<file path="src/rtl/core_ctrl_fsm.sv">
`default_nettype none
// ============================================================================
//  Module      : core_ctrl_fsm
//  Description : Multi-cycle RV32I sequencer. Walks each instruction through
//                FETCH, DECODE, EXEC, MEM and WB, strobes the datapath, traps
//                illegal encodings and bus timeouts, halts on ecall and
//                counts retired instructions.
//  Revision    : 1.0 - initial release
// ============================================================================
module core_ctrl_fsm #(
   parameter int unsigned MEM_TMO = 16,   // cycles a request may wait for ack (>=2)
   parameter int unsigned CNT_W   = 32    // retire counter width
) (
   input  logic             clk,
   input  logic             rst_n,
   input  logic             start_i,
   output logic             imem_req_o,
   input  logic             imem_ack_i,
   output logic             ir_we_o,
   output logic             dec_en_o,
   input  logic             is_alu_i,
   input  logic             is_load_i,
   input  logic             is_store_i,
   input  logic             is_branch_i,
   input  logic             is_jump_i,
   input  logic             is_ecall_i,
   input  logic             br_taken_i,
   output logic             alu_en_o,
   output logic             dmem_req_o,
   output logic             dmem_we_o,
   input  logic             dmem_ack_i,
   output logic             rf_we_o,
   output logic             pc_we_o,
   output logic [1:0]       pc_sel_o,
   output logic             halted_o,
   output logic             trap_o,
   output logic [2:0]       state_o,
   output logic [CNT_W-1:0] retire_cnt_o
);

   localparam int unsigned     TMO_W    = $clog2(MEM_TMO);
   localparam logic [TMO_W-1:0] TMO_LAST = TMO_W'(MEM_TMO - 1);

   localparam logic [1:0] PC_SEQ = 2'b00;
   localparam logic [1:0] PC_BR  = 2'b01;
   localparam logic [1:0] PC_JMP = 2'b10;

   typedef enum logic [2:0] {
      S_IDLE   = 3'd0,
      S_FETCH  = 3'd1,
      S_DECODE = 3'd2,
      S_EXEC   = 3'd3,
      S_MEM    = 3'd4,
      S_WB     = 3'd5,
      S_HALT   = 3'd6
   } state_e;

   state_e             state_q, state_d;
   logic [TMO_W-1:0]   tmo_q, tmo_d;
   logic               trap_q, trap_d;
   logic               cls_store_q, cls_store_d;
   logic               cls_jump_q, cls_jump_d;
   logic [CNT_W-1:0]   retire_q;
   logic [2:0]         flag_cnt;

   // Exactly one class flag must be set for a legal instruction.
   assign flag_cnt = 3'(is_alu_i) + 3'(is_load_i) + 3'(is_store_i)
                   + 3'(is_branch_i) + 3'(is_jump_i) + 3'(is_ecall_i);

   // Moore outputs: decoded from the state register (and the class latch).
   assign imem_req_o   = (state_q == S_FETCH);
   assign dec_en_o     = (state_q == S_DECODE);
   assign dmem_req_o   = (state_q == S_MEM);
   assign dmem_we_o    = (state_q == S_MEM) && cls_store_q;
   assign rf_we_o      = (state_q == S_WB);
   assign halted_o     = (state_q == S_HALT);
   assign trap_o       = trap_q;
   assign state_o      = state_q;
   assign retire_cnt_o = retire_q;

   // State, timeout counter, trap flag and class latch registers.
   always_ff @(posedge clk or negedge rst_n) begin
      if (!rst_n) begin
         state_q     <= S_IDLE;
         tmo_q       <= '0;
         trap_q      <= 1'b0;
         cls_store_q <= 1'b0;
         cls_jump_q  <= 1'b0;
      end else begin
         state_q     <= state_d;
         tmo_q       <= tmo_d;
         trap_q      <= trap_d;
         cls_store_q <= cls_store_d;
         cls_jump_q  <= cls_jump_d;
      end
   end

   // Retire counter: one count per PC update, wraps naturally.
   always_ff @(posedge clk or negedge rst_n) begin
      if (!rst_n) begin
         retire_q <= '0;
      end else if (pc_we_o) begin
         retire_q <= retire_q + CNT_W'(1);
      end
   end

   // Next-state logic and Mealy strobes.
   always_comb begin
      state_d     = state_q;
      tmo_d       = '0;              // any state other than a waiting one clears it
      trap_d      = trap_q;
      cls_store_d = cls_store_q;
      cls_jump_d  = cls_jump_q;
      ir_we_o     = 1'b0;
      alu_en_o    = 1'b0;
      pc_we_o     = 1'b0;
      pc_sel_o    = PC_SEQ;

      case (state_q)
         S_IDLE: begin
            if (start_i) state_d = S_FETCH;
         end

         S_FETCH: begin
            // An ack on the final allowed cycle still wins over the timeout.
            if (imem_ack_i) begin
               ir_we_o = 1'b1;
               state_d = S_DECODE;
            end else if (tmo_q == TMO_LAST) begin
               trap_d  = 1'b1;
               state_d = S_HALT;
            end else begin
               tmo_d = tmo_q + TMO_W'(1);
            end
         end

         S_DECODE: begin
            state_d = S_EXEC;
         end

         S_EXEC: begin
            cls_store_d = is_store_i;
            cls_jump_d  = is_jump_i;
            if (flag_cnt != 3'd1) begin
               trap_d  = 1'b1;
               state_d = S_HALT;
            end else if (is_ecall_i) begin
               state_d = S_HALT;
            end else if (is_alu_i || is_jump_i) begin
               alu_en_o = 1'b1;
               state_d  = S_WB;
            end else if (is_load_i || is_store_i) begin
               alu_en_o = 1'b1;
               state_d  = S_MEM;
            end else begin
               // Branch resolves and retires directly from EXEC.
               alu_en_o = 1'b1;
               pc_we_o  = 1'b1;
               pc_sel_o = br_taken_i ? PC_BR : PC_SEQ;
               state_d  = S_FETCH;
            end
         end

         S_MEM: begin
            if (dmem_ack_i) begin
               if (cls_store_q) begin
                  pc_we_o = 1'b1;
                  state_d = S_FETCH;
               end else begin
                  state_d = S_WB;
               end
            end else if (tmo_q == TMO_LAST) begin
               trap_d  = 1'b1;
               state_d = S_HALT;
            end else begin
               tmo_d = tmo_q + TMO_W'(1);
            end
         end

         S_WB: begin
            pc_we_o  = 1'b1;
            pc_sel_o = cls_jump_q ? PC_JMP : PC_SEQ;
            state_d  = S_FETCH;
         end

         S_HALT: begin
            // PC is left untouched, so a halting ecall re-executes on restart.
            if (start_i) begin
               trap_d  = 1'b0;
               state_d = S_FETCH;
            end
         end

         default: begin
            trap_d  = 1'b1;
            state_d = S_HALT;
         end
      endcase
   end

endmodule
`default_nettype wire

</file>
<file path="config.mk">
export PLATFORM = sky130hd
export DESIGN_NAME = core_ctrl_fsm
export DESIGN_NICKNAME = d
export VERILOG_FILES = /design/src/rtl/core_ctrl_fsm.sv
export SDC_FILE = /design/constraint.sdc
export NUM_CORES = 1
export LEC_CHECK = 0
export ABC_AREA = 1
export BUFFER_PORTS_ARGS = -buffer_cell sky130_fd_sc_hd__buf_2
export CAP_MARGIN = 25
export CELL_PAD_IN_SITES_DETAIL_PLACEMENT = 0
export CELL_PAD_IN_SITES_GLOBAL_PLACEMENT = 1
export CORE_MARGIN = 2
export CORE_UTILIZATION = 35
export DETAILED_ROUTE_END_ITERATION = 7
export GPL_ROUTABILITY_DRIVEN = 0
export GPL_TIMING_DRIVEN = 1
export MAX_ROUTING_LAYER = met4
export PLACE_DENSITY_LB_ADDON = 0.25
export SLEW_MARGIN = 25
export SYNTH_ARGS = -nofsm -noshare
export SYNTH_HDL_FRONTEND = slang
export SYNTH_SLANG_ARGS = --single-unit
</file>
<file path="constraint.sdc">
create_clock -name clk -period 6.7 [get_ports clk]
set_input_delay 0.67 -clock clk [delete_from_list [all_inputs] [get_ports clk]]
set_output_delay 0.67 -clock clk [all_outputs]
set_load 0.01 [all_outputs]
</file>
* Word level (Yosys, flattened, before mapping)
Index checks and enable logic that the tools add are counted.
** Operators by class
- Add/subtract/negate cells :: 7
- Eq/ne operators :: 13
- Multiplexer cells :: 39
- Bitwise operators :: 1
- Reduce and logical (&&, ||, !) cells :: 7
** Operator list (number)
- $add 32x1->32 const B :: 1
- $mux 3 :: 9
- $mux 1 :: 21
- $pmux 3 s6 :: 1
- $mux 4 :: 3
- $add 3x1->3 :: 3
- $eq 3x3->1 const B :: 3
- $ne 2x2->1 const B :: 4
- $pmux 4 s2 :: 1
- $eq 3x2->1 const B :: 2
- $pmux 1 s5 :: 1
- $reduce_and 5->1 :: 1
- $add 4x1->4 const B :: 1
- $eq 4x4->1 const B :: 1
- $pmux 2 s2 :: 1
- $add 2x1->3 :: 1
- $eq 3x1->1 const B :: 1
- $logic_not 3->1 :: 1
- $ne 3x1->1 const B :: 1
- $pmux 1 s3 :: 1
- $reduce_or 3->1 :: 1
- $add 1x1->2 :: 1
- $logic_or 1x1->1 :: 2
- $mux 2 :: 1
- 4 further kinds :: 4
** Storage, ports and cells
- Flip-flop bits (word level) :: 42
- Input port bits :: 12

* Depth between registers and ports, before layout
Gate-level depths: netlist of the first run.
- Word-level depth :: 8
- Depth in mapped cells :: 15
- Depth with buffers taken out :: 14

* Worst setup path before layout of the first run
Ideal clock, no wire load.
- Kind :: in2out
- From :: in is_alu_i
- To :: out pc_we_o
- Data arrival time :: 3.032 ns
- Path slack :: 2.998 ns
- Stages on the path :: 13
- Path buffers :: 2
- Cell sequence :: inv_1 > fa_1 > fa_1 > inv_1 > ha_1 > fa_1 > inv_1 > nand3_1 > nor2_4 > nand3_2 > nand2_4 > buf_12 > buf_12
** On the way
- Word-level cells in the longest chain between the ends :: 8
- Elaborated cells on any way between the ends :: 11
** RTL lines
- start: declaration :: RTL line 21 : input logic is_alu_i,
- $add 1x1->2 :: RTL line 67 : assign flag_cnt = 3'(is_alu_i) + 3'(is_load_i) + 3'(is_store_i)
- $add 2x1->3 :: RTL line 67
- $add 3x1->3 (3 in a row) :: RTL line 68 : + 3'(is_branch_i) + 3'(is_jump_i) + 3'(is_ecall_i);
- $ne 3x1->1 :: RTL line 144 : if (flag_cnt != 3'd1) begin
- $mux 1 (*) :: RTL line 144
- $pmux 1 s3 (*) :: RTL line 119 : case (state_q)
- end: declaration :: RTL line 33 : output logic pc_we_o,
Every way passes the cells marked *; elsewhere a longest branch is shown, timed or not.

* Worst setup path in the final report of the first run
Ends and elaborated chain as after synthesis.

==> out/results.tsv, run 1 <==
metric	value	unit
drt-total-wl	7.32	mm
syn_nets	466	
viasPerCell	4.50	
ant_nets	0	
synth-seq-area-share	36.2	%
grt_max_degree	51	
postPlaceCellArea	0.00325	mm2
io_buffers	58	
criticalPathCategory	in -> out	
grt_pass1_wl	12.4	mm
final_core_util	41.1	%
place_inst	605	
coreArea	0.00813	mm2
vdd.ir_drop.worst	0.000121	V
antenna_found_initial	0	
die-area	0.00904	mm2
io_pins	59	
finalSetupViolCount	0	
end_kind	output port	
place_ws	2490	ps
numCtsBuffers	5	
fmax	239	MHz
die_w	95.1	um
start_kind	input port	
synthesis.area	0.00290	mm2
syn_area_per_cell	6.48	um2
hpwl	5.69	mm
dieHeight	95.1	um
ys_ff_latch	42	
ff_latch_area	0.00105	mm2
grt_pass1_vias	2552	
post_cts_buffers	0	
start_util	35.7	%
clk_pin_slew_worst_paths	80	ps
grt_overflow	0	
drive_gt1_share	14.2	%
period_needed	4180	ps
yosys-top-cells-area	dfrtp_1 36%, nand2_1 23%, nor2_1 10%	
arrival	3510	ps
clockBufferDepth	2	
grt.total_usage	18.0	%
instances_no_fill	613	
tns	0	ps
cts_root_buffer	clkbuf_8	
layout_worst_path_cycle_share	62.4	%
post_cts_resized	0	
numClockSinks	42	
slew_headroom	63.1	%
status	completed	
postCtsHoldBufs	0	
clk_latency	300	ps
r2r_start	state_o[2]	
rsz0062_at_grt	no	
worstPathMaxFanout	50	
rows	33	
p_leak	1.73	nW
first_pass_iters	4	
finClkSkew	9.12	ps
wire_per_inst	11.9	um
p_per_area	262	mW/mm2
drc_errors	0	
layout_setup_ws	2520	ps
antenna_cells	0	
hold_viol_final	0	
hold_class	in -> async	
vias	2760	
worst_pin_slew	554	ps
drv_cap	0	
htreeDepth	2	
synth_top_area_share	36.2	%
nets	525	
fin_area	0.00334	mm2
synth_cell_type_count	26	
multi_input_area	0.00155	mm2
first_iter_violations	118	
slew_violations	0	
worstSetupStartpoint	is_alu_i	
fillers	901	
yosysWarnings	0	
worst_ep_required_time	6030	ps
cts_tree	yes	
area_delta_synth_final	15.1	%
netlist_instances	448	
synth_top_cell_by_area	dfrtp_1	
==> placed cells by master, fill, tap and decap left out, types with 5 or more instances in the layout <==
master,Yosys,layout
inv_1,60,60
dfrtp_1,42,42
nand3_1,24,24
buf_2,0,57
nor2_1,77,77
clkbuf_8,0,6
nand3b_1,5,5
xor2_1,12,12
nor3_1,5,5
nand2_1,178,178
o21ai_0,19,19
==> cells in the mapped netlist <==
cell	instances
nor3_1	5
nor2_4	1
fa_1	3
a21oi_1	1
nand3_4	1
inv_2	1
inv_1	60
buf_4	2
xor2_1	12
nand2_2	1
ha_1	3
nand3_1	24
nand2_4	1
buf_6	2
nand4_1	3
a31oi_1	1
and3_1	1
xnor2_1	1
nor2_1	77
nand2_1	178
o21ai_0	19
nand3_2	1
dfrtp_1	42
nand3b_1	5
buf_12	2
or2_2	1
==> final timing paths <==
path                                    end  slack, ps  cells past startpoint
max in group asynchronous  retire_cnt_o[24]       5960                      1
max reg2reg                retire_cnt_o[15]       4740                      8
min                                tmo_q[2]        360                      1
max                                 pc_we_o       2520                     13
min in group clk                cls_store_q        490                      2
min reg2reg                     cls_store_q        490                      2
==> state kept, by name (all words and copies together) (netlist names) <==
register,count
cls_jump_q,1
cls_store_q,1
retire_cnt_o,32
tmo_q,4
trap_o,1
state_o,3
==> metrics by stage <==
| stage | power, mW | hold WS, ps |
|---|---|---|
| 2_1_floorplan | 0.626 | 374 |
| 3_5_place_dp | 0.713 | 473 |
| 3_3_place_gp | 0.706 | 466 |
| 5_1_grt | 0.959 | 391 |
| 6_report | 0.876 | 358 |
| 4_1_cts | 0.892 | 494 |
==> worst max-delay path, cell delays in order <==
cell,delay [ps]
buf_2,70
inv_1,60
fa_1,490
fa_1,490
inv_1,40
ha_1,190
fa_1,440
inv_1,60
nand3_1,120
nor2_4,140
nand3_2,110
nand2_4,390
buf_2,220
==> layer usage <==
layer / up-vias / routed length, um / global-route usage [%]
met1: 1232 / 3940 / 26.6
met4: 0 / 99 / 3.86
met5: - / 0 / -
li1: 1479 / - / -
met2: 43 / 3080 / 25.9
met3: 6 / 198 / 2.85
==> power breakdown <==
part | total [mW] | switching (mW) | internal (mW)
clock network | 0.174 | 0.0910 | 0.0834
registers | 0.359 | 0.0598 | 0.299
logic | 0.343 | 0.226 | 0.117
==> cell type report <==
cell class	instances	area share, %
multi-input combinational	339	46.3
sequential	42	31.5
timing repair buffer	58	8.76
inverter	61	6.85
tap	105	3.93
clock buffer	7	2.58
clock inverter	1	0.150
==> cell families after synthesis <==
group	count (synthesis)	synth area share [%]
simple gates	299	42.3
flops	42	36.2
buf+inv	67	10.6
xor+xnor	13	3.92
fa+ha+maj	6	3.36
compound gates	21	3.66
No activity file was read; power rests on OpenSTA's default activity.
==> inputs of run 2 (changes only) <==
clock period = 4.2 ns   (was 6.7 ns; I/O delays follow)
==> run 2 against run 1 <==
Clock skew is 2.1 ps lower. Worst setup slack got worse by 1800 ps. Worst hold slack worse by 250 ps. Power increased by 65%. Critical path type unchanged. Register-to-register slack worse by 2400 ps. Sequential power up 59%. Largest power group unchanged.
==> out/results.tsv, run 2 (synthesis gave the netlist of run 1 again) <==
metric	value	unit	change
status	completed		
cts_root_buffer	clkbuf_8		
first_pass_iters	5		+1
clockBufferDepth	2		unchanged
critPathCapture	pc_we_o		
coreArea	0.00813	mm2	unchanged
grt_pass1_wl	12.2	mm	-1.2%
area_delta_synth_final	16.3	%	
viasPerCell	4.57		+1.6%
die_w	95.1	um	unchanged
rows	33		unchanged
rsz0062_at_grt	no		
period_needed	3460	ps	
most-common-layout-cells	178 x nand2_1, 77 x nor2_1, 60 x inv_1		
tns	0	ps	unchanged
r2r_start	retire_cnt_o[0]		
dieHeight	95.1	um	unchanged
worst_pin_slew	552	ps	-1.60 ps
clk_latency	290	ps	about the same
hold_viol_final	0		unchanged
io_pins	59		unchanged
p_seq_share	39.5	%	-1.5 points
fmax	289	MHz	
final_common_cell	nand2_1		
finClkSkew	6.98	ps	-2.14 ps
io_buffers	58		unchanged
slew_headroom	63.2	%	+0.11 points
antenna_found_initial	0		unchanged
drv_cap	0		unchanged
worst_hold_slack	109	ps	-249 ps
ant_nets	0		unchanged
p_leak	1.75	nW	+1.1%
hold_class	in -> async		
end_kind	output port		
grt_pass1_vias	2524		-1.1%
nets	527		+0.38%
first_iter_violations	86		-27%
multi_input_area	0.00155	mm2	unchanged
vdd.ir_drop.worst	0.000146	V	+21%
fillers	877		-2.7%
post_cts_buffers	0		unchanged
r2r_slack	2330	ps	-2410 ps
r2r_cells	10		+2
grt_overflow	0		unchanged
vias	2812		+1.9%
antenna_cells	0		unchanged
finalSetupViolCount	0		unchanged
worst_ep_required_time	3780	ps	-2250 ps
numCtsBuffers	5		unchanged
criticalPathCategory	in -> out		
ff_latch_area	0.00105	mm2	unchanged
hpwl	5.82	mm	+2.2%
grt.total_usage	17.7	%	-0.31 points
arrival	3040	ps	-470 ps
numClockSinks	42		unchanged
p_per_area	429	mW/mm2	+64%
start_kind	input port		
worstSetupStartpoint	is_alu_i		
combPwrFrac	39.1	%	about the same
wire_per_inst	12.0	um	+0.79%
worstPathMaxFanout	16		-68%
layout_worst_path_cycle_share	82.5	%	
start_util	35.7	%	unchanged
drive_gt1_share	14.7	%	+0.53 points
drc_errors	0		unchanged
cts_tree	yes		
clkPwrFrac	21.4	%	+1.5 points
power.internal	0.841	mW	+68%
clk_pin_slew_worst_paths	80	ps	about the same
p_sw	0.607	mW	+61%
r2r_end	retire_cnt_o[30]		
drt-total-wl	7.40	mm	+1.1%
swShare	41.9	%	-1.1 points
slew_violations	0		unchanged
die-area	0.00904	mm2	unchanged
htreeDepth	2		unchanged
grt_max_degree	43		-16%
post_cts_resized	0		unchanged
postCtsHoldBufs	0		unchanged
largest_reg_flops	32		unchanged
## run 2: changes by cell type in the layout (fill, tap and decap cells not counted)
cell / previous run / this run
buf_4: 1 / 3
clkbuf_8: 6 / 8
clkbuf_1: 1 / 0
clkinv_2: 1 / 0
## run 2: power groups by stage
stage	clock network (mW)	registers (mW)	logic (mW)
floorplan	0	0.586	0.413
global placement	0	0.580	0.560
detailed placement	0	0.580	0.573
CTS	0.323	0.572	0.575
global route	0.339	0.586	0.647
finish	0.310	0.572	0.566
## run 2: how the worst min path moves through the flow
stage                     slack [ps]  depth (start not counted)         end        from
after floorplan                  120                          0  cls_jump_q       rst_n
after global placement           470                          2  cls_jump_q  cls_jump_q
after detailed placement         470                          2  cls_jump_q  cls_jump_q
after CTS                        330                          1    tmo_q[2]       rst_n
after global routing             140                          1    tmo_q[2]       rst_n
final                            110                          1    tmo_q[1]       rst_n
## run 2: area by class of cell
type,instances,area share [%]
multi-input combinational,339,45.8
sequential,42,31.1
timing repair buffer,60,9.12
inverter,61,6.79
tap,105,3.89
clock buffer,8,3.26
## run 2: critical path, cell delays in order
cell     delay (ps)
buf_2            80
inv_1            60
fa_1            490
fa_1            490
inv_1            50
ha_1            190
fa_1            430
inv_1            60
nand3_1         120
nor2_4          150
nand3_2         120
nand2_4         210
buf_2           170
## run 2: per-stage QoR
step	worst slack, ps	power, mW	utilization (%)	instances	area (um2)
CTS	736	1.47	41.5	615	3370
floorplan	998	0.999	-	448	2900
global route	595	1.57	41.5	615	3370
global placement	844	1.14	40.1	607	3260
detailed placement	734	1.15	40.1	607	3260
finish	736	1.45	41.5	615	3370
## run 2: metal layers
layer	track usage (%)	share of wire, %
met4	2.90	0.77
met3	2.92	3.2
met1	26.3	53
met2	25.6	43
met5	-	0
==> inputs of run 3 (changes only) <==
clock period = 3.3 ns   (was 4.2 ns; I/O delays follow)
==> run 3 against run 2 <==
Sequential power up 28%. Worst setup slack lost 570 ps. Highest routed layer unchanged. Cell count up 0.81%. Worst hold slack worse by 110 ps. Register-to-register slack got worse by 910 ps. Combinational power up 35%. Clock-buffer cell count fell by 2. Sequential share of layout area shrank 0.74 points. Core utilization grew 1.0 points. Non-clock buffer count up 5.
==> out/results.tsv, run 3 (synthesis gave the netlist of run 1 again) <==
metric	value	unit	change
criticalPathCategory	in -> out		
finalSetupViolCount	0		unchanged
start_kind	input port		
slew_violations	0		unchanged
r2r_start	retire_cnt_o[0]		
grt_max_degree	43		unchanged
grt_overflow	0		unchanged
place_ws	114	ps	-620 ps
p_seq_share	36.3	%	-3.2 points
r2r_slack	1420	ps	-910 ps
rows	33		unchanged
vdd.ir_drop.worst	0.000207	V	+42%
finClkSkew	8.27	ps	+1.28 ps
io_buffers	58		unchanged
io_pins	59		unchanged
status	completed		
p_sw	0.791	mW	+30%
place_inst	608		+0.16%
r2r_end	retire_cnt_o[30]		
grt_pass1_wl	12.5	mm	+2.0%
most-common-layout-cells	178 x nand2_1, 77 x nor2_1, 60 x inv_1		
tns	0	ps	unchanged
hold_class	in -> async		
post_cts_resized	0		unchanged
worstPathMaxFanout	6		-10
instances_no_fill	620		+0.81%
r2r_cells	10		unchanged
die_w	95.1	um	unchanged
htreeDepth	2		unchanged
power.internal	1.22	mW	+45%
layout_worst_path_cycle_share	95.0	%	
p_leak	1.80	nW	+2.5%
clockBufferDepth	2		unchanged
rsz0062_at_grt	no		
cts_root_buffer	clkbuf_8		
combPwrFrac	38.0	%	-1.1 points
worst_pin_slew	554	ps	+1.86 ps
arrival	2810	ps	-230 ps
final_common_cell	nand2_1		
period_needed	3140	ps	
wl_met1	3.81	mm	-3.3%
ant_nets	0		unchanged
viasPerCell	4.56		-0.35%
largest_reg_flops	32		unchanged
drc_errors	0		unchanged
end_kind	output port		
hpwl	5.82	mm	about the same
wl_met3	340	um	+43%
fmax	319	MHz	
p_total	2.01	mW	+39%
drv_cap	0		unchanged
antenna_cells	0		unchanged
first_pass_iters	4		-1
layout_setup_ws	163	ps	-572 ps
clk_pin_slew_worst_paths	90	ps	about the same
swShare	39.3	%	-2.7 points
antenna_found_initial	0		unchanged
wire_per_inst	12.0	um	-0.44%
drt-total-wl	7.43	mm	+0.36%
postCtsHoldBufs	0		unchanged
first_iter_violations	126		+47%
numCtsBuffers	5		unchanged
area_delta_synth_final	19.1	%	
grt.total_usage	18.3	%	+0.57 points
clkPwrFrac	25.7	%	+4.3 points
slew_headroom	63.0	%	-0.12 points
dieHeight	95.1	um	unchanged
worst_ep_required_time	2970	ps	-810 ps
clk_latency	310	ps	+20 ps
drive_gt1_share	15.5	%	+0.83 points
coreArea	0.00813	mm2	unchanged
die-area	0.00904	mm2	unchanged
worst_hold_slack	0.942	ps	-108 ps
start_util	35.7	%	unchanged
grt_pass1_vias	2595		+2.8%
numClockSinks	42		unchanged
cts_tree	yes		
wl_met2	3.17	mm	about the same
vias	2825		+0.46%
nets	532		+0.95%
top_layer_used	met4		
p_per_area	582	mW/mm2	+36%
hold_viol_final	0		unchanged
## run 3: cell count changes in the layout (fill, tap and decap cells not counted)
cell | previous run | this run
bufinv_16 | 0 | 2
clkbuf_8 | 8 | 6
buf_4 | 3 | 7
buf_12 | 0 | 1
## run 3: worst max path at each step
| stage | cells after the start | slack, ps | to | start |
|---|---|---|---|---|
| 3_5_place_dp | 16 | 110 | retire_cnt_o[23] | is_alu_i |
| 4_1_cts | 13 | 110 | pc_we_o | is_alu_i |
| 2_1_floorplan | 13 | 280 | pc_we_o | is_alu_i |
| 6_report | 13 | 160 | pc_we_o | is_alu_i |
| 3_3_place_gp | 13 | 170 | pc_we_o | is_alu_i |
| 5_1_grt | 13 | 20 | pc_we_o | is_alu_i |
## run 3: worst max-delay path: stages
cell and delay (ps):
buf_2 70, inv_1 60, fa_1 490, fa_1 490
inv_1 40, ha_1 180, fa_1 430, inv_1 60
nand3_1 120, nor2_4 130, nand3_2 110, nand2_4 130
buf_2 140
## run 3: final cells by class
type	instances	area [um2]
fill	904	4680
multi-input combinational	339	1550
sequential	42	1050
timing repair buffer	65	358
inverter	61	229
tap	105	131
clock buffer	6	82.6
clock inverter	2	60.1
## run 3: power by group through the flow
stage               logic, mW  registers, mW  clock network, mW
global placement        0.736          0.739                  0
CTS                     0.750          0.731              0.528
detailed placement      0.745          0.740                  0
floorplan               0.526          0.745                  0
global route            0.879          0.747              0.549
finish                  0.765          0.731              0.516
## run 3: routing by layer
| layer | track usage, % | vias up |
|---|---|---|
| met5 | - | - |
| met4 | 4.95 | 0 |
| li1 | - | 1497 |
| met3 | 3.08 | 7 |
| met2 | 27.9 | 58 |
| met1 | 25.1 | 1263 |
## run 3: through the flow
step | utilization (%) | cell area (um2)
floorplan | - | 2900
global placement | 40.3 | 3280
detailed placement | 40.3 | 3280
CTS | 42.1 | 3420
global route | 42.5 | 3460
finish | 42.5 | 3460
## run 3: repair_timing
action / 4_1_cts / 5_1_grt
setup endpoints to repair: 0 / 1
setup buffers: 0 / 4
endpoints found under the hold margin: 0 / 0
